[src/rtl/shift_issue_stage_pkg.sv]
// rtl/shift_issue_stage_pkg.sv - shared op-code enum and queued command type for the shift issue stage
package shift_issue_stage_pkg;

  localparam int CMD_DATA_WIDTH = 32;
  localparam int CMD_SFT_WIDTH  = 5;
  localparam int CMD_TAG_WIDTH  = 4;

  typedef enum logic [1:0] {
    SFT_SRL = 2'b00,
    SFT_SRA = 2'b01,
    SFT_SLL = 2'b10,
    SFT_ROR = 2'b11
  } sft_op_e;

  typedef struct packed {
    sft_op_e                   op;
    logic [CMD_DATA_WIDTH-1:0] dat;
    logic [CMD_SFT_WIDTH-1:0]  sftBit;
    logic [CMD_TAG_WIDTH-1:0]  tag;
  } shift_cmd_t;

endpackage

[src/rtl/shift_cmd_fifo.sv]
// rtl/shift_cmd_fifo.sv - command queue with push/pop, full/empty and occupancy count
import shift_issue_stage_pkg::*;

module shift_cmd_fifo #(
  parameter  int DEPTH = 4,
  localparam int PTR_W = $clog2(DEPTH)
) (
  input  logic         clk,
  input  logic         rst,
  input  logic         flush,
  input  logic         push,
  input  shift_cmd_t   push_cmd,
  input  logic         pop,
  output shift_cmd_t   head_cmd,
  output logic         full,
  output logic         empty,
  output logic [PTR_W:0] count
);

  shift_cmd_t       mem [DEPTH];
  logic [PTR_W-1:0] wr_ptr_q, wr_ptr_d;
  logic [PTR_W-1:0] rd_ptr_q, rd_ptr_d;
  logic [PTR_W:0]   count_q, count_d;
  logic             do_push, do_pop;

  assign full     = (count_q == (PTR_W+1)'(DEPTH));
  assign empty    = (count_q == '0);
  assign do_push  = push & ~full;
  assign do_pop   = pop & ~empty;
  assign head_cmd = mem[rd_ptr_q];
  assign count    = count_q;

  always_comb begin
    wr_ptr_d = wr_ptr_q;
    rd_ptr_d = rd_ptr_q;
    count_d  = count_q;
    if (flush) begin
      wr_ptr_d = '0;
      rd_ptr_d = '0;
      count_d  = '0;
    end else begin
      // DEPTH is a power of two, so pointer overflow is the wrap to 0
      if (do_push) wr_ptr_d = wr_ptr_q + 1'b1;
      if (do_pop)  rd_ptr_d = rd_ptr_q + 1'b1;
      case ({do_push, do_pop})
        2'b10:   count_d = count_q + 1'b1;
        2'b01:   count_d = count_q - 1'b1;
        default: count_d = count_q;
      endcase
    end
  end

  always_ff @(posedge clk) begin
    if (rst) begin
      wr_ptr_q <= '0;
      rd_ptr_q <= '0;
      count_q  <= '0;
    end else begin
      wr_ptr_q <= wr_ptr_d;
      rd_ptr_q <= rd_ptr_d;
      count_q  <= count_d;
    end
  end

  always_ff @(posedge clk) begin
    if (do_push && !flush && !rst) mem[wr_ptr_q] <= push_cmd;
  end

endmodule

[src/rtl/shift_issue_stage.sv]
// rtl/shift_issue_stage.sv - queued shift unit: command FIFO, barrel shift of the head, registered result
import shift_issue_stage_pkg::*;

module shift_issue_stage #(
  parameter int DATA_WIDTH = 32,
  parameter int SFT_WIDTH  = 5,
  parameter int DEPTH      = 4,
  parameter int TAG_WIDTH  = 4
) (
  input  logic                     clk,
  input  logic                     rst,
  input  logic                     iFlush,
  input  logic                     iVld,
  output logic                     oRdy,
  input  logic [1:0]               iOp,
  input  logic [DATA_WIDTH-1:0]    iDat,
  input  logic [SFT_WIDTH-1:0]     iSftBit,
  input  logic [TAG_WIDTH-1:0]     iTag,
  output logic                     oVld,
  input  logic                     iRdy,
  output logic [DATA_WIDTH-1:0]    oDat,
  output logic [TAG_WIDTH-1:0]     oTag,
  output logic [$clog2(DEPTH):0]   oCnt
);

  if (SFT_WIDTH != $clog2(DATA_WIDTH)) begin : g_bad_sft_width
    $error("SFT_WIDTH must equal $clog2(DATA_WIDTH)");
  end
  if (DEPTH < 2 || (DEPTH & (DEPTH - 1)) != 0) begin : g_bad_depth
    $error("DEPTH must be a power of two >= 2");
  end
  if (DATA_WIDTH != CMD_DATA_WIDTH || SFT_WIDTH != CMD_SFT_WIDTH || TAG_WIDTH != CMD_TAG_WIDTH) begin : g_bad_cmd_width
    $error("widths must match the shared command type in shift_issue_stage_pkg");
  end

  shift_cmd_t              push_cmd, head_cmd;
  logic                    fifo_full, fifo_empty, fifo_pop, fifo_push;
  logic [DATA_WIDTH-1:0]   shift_res;
  logic [2*DATA_WIDTH-1:0] ror_wide;

  logic                  vld_q, vld_d;
  logic [DATA_WIDTH-1:0] dat_q, dat_d;
  logic [TAG_WIDTH-1:0]  tag_q, tag_d;

  assign oRdy      = ~fifo_full;
  assign fifo_push = iVld & ~fifo_full;
  // Head moves into the output register whenever that register is free or draining
  assign fifo_pop  = ~fifo_empty & (~vld_q | iRdy);

  always_comb begin
    push_cmd.op     = sft_op_e'(iOp);
    push_cmd.dat    = iDat;
    push_cmd.sftBit = iSftBit;
    push_cmd.tag    = iTag;
  end

  shift_cmd_fifo #(.DEPTH(DEPTH)) u_fifo (
    .clk      (clk),
    .rst      (rst),
    .flush    (iFlush),
    .push     (fifo_push),
    .push_cmd (push_cmd),
    .pop      (fifo_pop),
    .head_cmd (head_cmd),
    .full     (fifo_full),
    .empty    (fifo_empty),
    .count    (oCnt)
  );

  always_comb begin
    ror_wide = {head_cmd.dat, head_cmd.dat} >> head_cmd.sftBit;
    case (head_cmd.op)
      SFT_SRL: shift_res = head_cmd.dat >> head_cmd.sftBit;
      SFT_SRA: shift_res = $signed(head_cmd.dat) >>> head_cmd.sftBit;
      SFT_SLL: shift_res = head_cmd.dat << head_cmd.sftBit;
      default: shift_res = ror_wide[DATA_WIDTH-1:0];
    endcase
  end

  always_comb begin
    vld_d = vld_q;
    dat_d = dat_q;
    tag_d = tag_q;
    if (iFlush) begin
      vld_d = 1'b0;
    end else if (fifo_pop) begin
      vld_d = 1'b1;
      dat_d = shift_res;
      tag_d = head_cmd.tag;
    end else if (iRdy) begin
      vld_d = 1'b0;
    end
  end

  always_ff @(posedge clk) begin
    if (rst) begin
      vld_q <= 1'b0;
      dat_q <= '0;
      tag_q <= '0;
    end else begin
      vld_q <= vld_d;
      dat_q <= dat_d;
      tag_q <= tag_d;
    end
  end

  assign oVld = vld_q;
  assign oDat = dat_q;
  assign oTag = tag_q;

endmodule

[config.mk]
export PLATFORM = sky130hd
export DESIGN_NAME = shift_issue_stage
export DESIGN_NICKNAME = d
export VERILOG_FILES = /design/src/rtl/shift_issue_stage_pkg.sv /design/src/rtl/shift_cmd_fifo.sv /design/src/rtl/shift_issue_stage.sv
export SDC_FILE = /design/constraint.sdc
export NUM_CORES = 1
export LEC_CHECK = 0
export CAP_MARGIN = 40
export CORE_ASPECT_RATIO = 0.75
export CORE_MARGIN = 3
export CORE_UTILIZATION = 30
export DETAILED_ROUTE_END_ITERATION = 6
export GPL_ROUTABILITY_DRIVEN = 0
export PLACE_DENSITY_LB_ADDON = 0.1
export SLEW_MARGIN = 20
export SYNTH_ARGS = -nofsm -noshare
export SYNTH_HDL_FRONTEND = slang
export SYNTH_HIERARCHICAL = 1
export SYNTH_SLANG_ARGS = --single-unit
[constraint.sdc]
create_clock -name clk -period 7.66 [get_ports clk]
set_clock_uncertainty 0.1 [all_clocks]
set_input_delay 1.532 -clock clk [delete_from_list [all_inputs] [get_ports clk]]
set_output_delay 1.532 -clock clk [all_outputs]
set_load 0.01 [all_outputs]
==> results.sh, run 1 <==
export IMPL_hold_class="reg -> reg"
export IMPL_cts_root_buffer="clkbuf_16"
export IMPL_slew_viol_final=0
export IMPL_ir_drop_uv=164
export IMPL_synth_area_leader_cell="edfxtp_1"
export IMPL_post_cts_setup_buffers=0
export IMPL_numCtsBuffers=24
export IMPL_core_area_um2=42300
export IMPL_die_area_um2=45700
export IMPL_clk_pin_slew_worst_paths_ns=0.06
export IMPL_holdPathStages=2
export IMPL_synth_area_top_cells="edfxtp_1, mux4_2, dfxtp_1"
export IMPL_layout_nets=1138
export IMPL_drv_cap=0
export IMPL_leakagePower_nw=4.90
export IMPL_num_vias=9698
export IMPL_synth_fp_nets=1085
export IMPL_synth_avg_cell_area_um2=12.6
export IMPL_setup_violations=0
export IMPL_yosys_warnings=6
export IMPL_grt_antenna_before_repair=0
export IMPL_seqCellArea_um2=6090
export IMPL_dp_cells=1621
export IMPL_path_class="reg -> reg"
export IMPL_synthFlopType="edfxtp_1"
export IMPL_synth_cells=1028
export IMPL_worst_r2r_cell_count=8
export IMPL_top_layer="met4"
export IMPL_fill_cells=4198
export IMPL_grt_overflow=0
export IMPL_dieWidth_um=246
export IMPL_netlist_area_leader_share_pct=39.9
export IMPL_fin_crit_ns=4.39
export IMPL_port_buffers=88
export IMPL_seq_area_frac_synth_pct=47.0
export IMPL_wl_um=42800
export IMPL_status="finished clean"
export IMPL_fin_setup_tns_ns=0
export IMPL_drtPass1Iterations=6
export IMPL_wl_per_cell_um=25.7
export IMPL_syn_area_um2=12900
export IMPL_whs_ns=0.359
export IMPL_pre_cts_slack_ns=3.21
export IMPL_diodes=0
export IMPL_ios=89
export IMPL_drive_above_1_share_pct=19.4
export IMPL_clk_latency_ns=0.55
export IMPL_cts_sinks=218
export IMPL_holdBufCountCts=0
export IMPL_ys_top_cells_by_count="edfxtp_1, mux4_2, nor2_1, nand2_1, mux2i_1"
export IMPL_finalCritPeriodShare_pct=57.4
export IMPL_ys_seq_elements=218
export IMPL_synth_most_common_cell="edfxtp_1"
export IMPL_drtIter0Drc=995
export IMPL_critPathRequiredTime_ns=7.97
export IMPL_vias_per_cell=5.81
export IMPL_grt_pass1_vias=9517
export IMPL_synthToLayoutAreaGrowth_pct=16.7
export IMPL_cts_resized=0
export IMPL_path_cells="mux4_4, buf_4, mux4_1, mux2_2, mux2i_1, nor2_1, a2111oi_0, nor4_1"
export IMPL_postLayoutCoreUtil_pct=35.7
export IMPL_detail_route_antenna_nets=0
export IMPL_start_kind="register"
export IMPL_rsz0062_at_grt="false"
export IMPL_start_util_pct=30.6
export IMPL_crit_slowest_cell="mux4_4"
export IMPL_worst_slew_pin_slew_ns=0.872
export IMPL_finalHoldViolCount=0
export IMPL_placementRows=65
export IMPL_endpoint_kind="register"
export IMPL_synth_edf_count=172
export IMPL_dr_wl_met3_um=3560
export IMPL_synth_cell_type_count=74
export IMPL_grt_pass1_wl_um=64000
export IMPL_cts_tree="yes"
export IMPL_crit_fanout=45
export IMPL_grtUsageTotal_pct=18.7
export IMPL_hpwl_um=30100
export IMPL_fin_ws_ns=3.27
export IMPL_async_reset_ff_share_pct=0
export IMPL_power_density_nw_per_um2=184
export IMPL_arrival_ns=4.70
export IMPL_cts_max_path_buffers=3
export IMPL_max_stage_delay_ns=0.95
export IMPL_drt_met1_wl_um=19200
export IMPL_stdcell_count=1668
export IMPL_max_slew_margin_rel_pct=41.7
export IMPL_max_freq_mhz=228
export IMPL_drc=0
export IMPL_multiInputGateArea_um2=6330
export IMPL_grt_max_degree=63
export IMPL_h_tree_depth=1
export IMPL_met2_wirelength_um=19100
export IMPL_fp_dieH_um=186
-- metrics by stage --
| step | total power [W] | area (µm²) |
|---|---|---|
| finish | 0.00278 | 15100 |
| global route | 0.00290 | 15100 |
| CTS | 0.00282 | 15000 |
| detailed placement | 0.00169 | 14300 |
| global placement | 0.00170 | 14300 |
| floorplan | 0.00155 | 12900 |
-- worst paths after layout --
check	slack (ns)	to	start
setup / recovery	3.27	oDat[14]	register
hold / removal	0.36	oDat[23]	oDat[23]
setup reg to reg	3.27	oDat[14]	register
hold reg to reg	0.36	oDat[23]	oDat[23]
-- flip-flops by register name, indices dropped and copies added, names as in the netlist, named ones only --
register         flops
oVld                 1
u_fifo/rd_ptr_q      2
u_fifo/count         3
oDat                32
u_fifo/wr_ptr_q      2
u_fifo/mem         172
oTag                 4
-- critical path: cells and delay by family (launching register included) --
family / cells / cell delay [ns]
AO/OA/AOI/OAI: 1 / 0.46
flip-flops: 1 / 0.72
buffers and inverters: 1 / 0.50
multiplexers: 4 / 2.27
AND/OR/NAND/NOR: 2 / 0.15
-- kinds of logic (layout without fill, tap and decap cells) --
group                      after synthesis  count (layout)  synth area share [%]
and+or+nand+nor                        264             264                  9.21
muxes                                  194             194                  26.2
DFF                                    218             218                  47.0
AOI/OAI and AO/OA                      229             229                  12.4
adders and majority gates                9               9                 0.928
buffers and inverters                  112             183                  4.16
xor gates and xnor gates                 2               2                 0.135
-- report_power, final --
| part | internal (W) | switching, W | total, W | leakage [nW] |
|---|---|---|---|---|
| clock | 0.000632 | 0.000477 | 0.00111 | 0.372 |
| sequential | 0.00129 | 0.00000886 | 0.00130 | 1.93 |
| combinational | 0.000152 | 0.000218 | 0.000370 | 2.60 |
-- cell usage in the layout, fill, tap and decap left out, types with 8 or more instances in the layout --
master,instances
a31oi_1,10
o211ai_1,15
edfxtp_1,172
nor2_1,90
dfxtp_1,44
nor2b_1,8
a21oi_1,44
mux2i_1,51
nor3_1,20
mux2_2,30
nor4_1,10
ha_1,8
clkbuf_16,24
buf_4,19
o21ai_0,38
inv_1,24
nand2_1,89
a211oi_1,19
o22ai_1,14
clkdlybuf4s50_1,88
nand3_1,9
mux4_2,103
-- cell type report --
cell class,instances,share of cell area [%]
Clock inverter,14,0.779
Tap cell,569,4.72
Clock buffer,30,4.26
Multi-Input combinational cell,698,42.0
Inverter,27,0.672
Sequential cell,218,40.4
Timing Repair Buffer,112,7.24
-- metal layers --
layer	global-route usage (%)	vias to the layer above
li1	-	4225
met1	27.4	4992
met2	28.3	428
met4	4.56	0
met3	3.96	53
met5	0	-
No activity file was read; power rests on OpenSTA's default activity.
==> inputs of run 2 (changes only) <==
Clock period 7.66 ns to 4.4 ns, I/O delays scaled along.
==> run 2 against run 1 <==
Critical path depth unchanged. First-iteration DRC count rose by 20%. Count of clock-buffer cells in the layout decreased by 3. Core utilization up 0.49 points. Setup slack worse by 2.9 ns. Cell count increased by 1.3%. Via count increased by 1.3%. Sequential power grew 75%. Design area grew 1.4%. Critical endpoint is now oDat[30]. Largest cell class unchanged. Largest power group unchanged.
==> results.sh, run 2 (same netlist as run 1, synthesis figures left out) <==
export IMPL_drc=0
export IMPL_status="finished clean"
export IMPL_start_util_pct=30.6
export IMPL_fp_dieH_um=186
export IMPL_postLayoutCoreUtil_pct=36.2
export IMPL_cts_tree="yes"
export IMPL_grt_max_degree=51
export IMPL_core_area_um2=42300
export IMPL_wl_um=44400
export IMPL_num_vias=9826
export IMPL_drtPass1Iterations=6
export IMPL_finalCritPeriodShare_pct=91.3
export IMPL_final_common_cell="edfxtp_1"
export IMPL_crit_fanout=47
export IMPL_stdcell_count=1690
export IMPL_numCtsBuffers=24
export IMPL_start_kind="register"
export IMPL_fin_setup_tns_ns=0
export IMPL_cts_sinks=218
export IMPL_top_register="u_fifo/mem"
export IMPL_wl_per_cell_um=26.3
export IMPL_rsz0062_at_grt="false"
export IMPL_post_cts_setup_buffers=0
export IMPL_max_slew_margin_rel_pct=47.3
export IMPL_path_class="reg -> reg"
export IMPL_fin_crit_ns=4.02
export IMPL_final_cell_mix="edfxtp_1, mux4_2, nor2_1, nand2_1, clkdlybuf4s50_1"
export IMPL_grt_pass1_wl_um=65600
export IMPL_slew_viol_final=0
export IMPL_max_freq_mhz=249
export IMPL_arrival_ns=4.29
export IMPL_clk_latency_ns=0.55
export IMPL_holdBufCountCts=0
export IMPL_placed_area_um2=14500
export IMPL_grt_pass1_vias=9517
export IMPL_setup_violations=0
export IMPL_h_tree_depth=1
export IMPL_endpoint_kind="register"
export IMPL_stdcell_area_um2=15300
export IMPL_grt_antenna_before_repair=1
export IMPL_port_buffers=88
export IMPL_layout_nets=1159
export IMPL_detail_route_antenna_nets=0
export IMPL_critPathRequiredTime_ns=4.68
export IMPL_drive_above_1_share_pct=20.7
export IMPL_ios=89
export IMPL_power_density_nw_per_um2=317
export IMPL_die_area_um2=45700
export IMPL_clk_pin_slew_worst_paths_ns=0.06
export IMPL_leakagePower_nw=4.99
export IMPL_placementRows=65
export IMPL_finalHoldViolCount=0
export IMPL_worst_slew_pin_slew_ns=0.788
export IMPL_largest_reg_flops=172
export IMPL_synthToLayoutAreaGrowth_pct=18.3
export IMPL_cts_max_path_buffers=3
export IMPL_cts_resized=0
export IMPL_vias_per_cell=5.81
export IMPL_hpwl_um=31800
export IMPL_ir_drop_uv=235
export IMPL_cts_root_buffer="clkbuf_16"
export IMPL_hold_class="reg -> reg"
export IMPL_dp_cells=1643
export IMPL_grt_overflow=0
export IMPL_grtUsageTotal_pct=19.3
export IMPL_dieWidth_um=246
export IMPL_drtIter0Drc=1192
export IMPL_drv_cap=0
[run 2: cell count changes in the layout (fill, tap and decap cells not counted), moves of 2 or more]
cell and delta:
clkinv_4 +2, buf_12 +8, clkinv_2 -2, clkbuf_8 -2, buf_4 +14, clkinvlp_4 +2
clkinv_1 +2
[run 2: final cells by class]
class / count / area, µm²
clock buffer: 27 / 612
inverter: 27 / 101
fill: 4156 / 27000
multi-input combinational: 698 / 6330
timing repair buffer: 133 / 1320
tap: 569 / 712
clock inverter: 17 / 125
antenna: 1 / 2.50
sequential: 218 / 6090
[run 2: path summary, 6_finish.rpt]
kind	startpoint	end	slack, ns	cells past startpoint
hold reg to reg	oDat[23]	oDat[23]	0.35	2
setup / recovery	register	oDat[30]	0.38	8
setup reg to reg	register	oDat[30]	0.38	8
hold / removal	oDat[23]	oDat[23]	0.35	2
[run 2: per-layer routing]
metal,vias to the layer above,track usage [%],routed length (µm)
met5,-,0,0
met4,0,5.05,1170
met3,82,4.06,3710
met2,456,28.4,19400
met1,5009,28.9,20200
li1,4279,-,-
[run 2: report_power, final]
part | leakage [nW] | total [W] | switching [W] | internal (W)
clock | 0.352 | 0.00191 | 0.000848 | 0.00106
combinational | 2.71 | 0.000668 | 0.000393 | 0.000275
sequential | 1.93 | 0.00227 | 0.0000144 | 0.00225
[run 2: worst max-delay path, cell delays in order (launching register included)]
cell and delay (ns):
dfxtp_4 0.41, mux4_4 0.43, buf_4 0.58, inv_1 0.49, a21oi_1 0.61, mux4_2 0.38, nor2_1 0.05, nor4_1 0.65
a2111oi_1 0.14
[run 2: per-stage QoR]
step	power (W)	setup WS [ns]	hold slack (ns)
floorplan	0.00270	1.18	0.358
global placement	0.00297	0.432	0.341
detailed placement	0.00297	0.408	0.339
CTS	0.00491	0.397	0.352
global route	0.00504	0.156	0.382
finish	0.00485	0.384	0.351
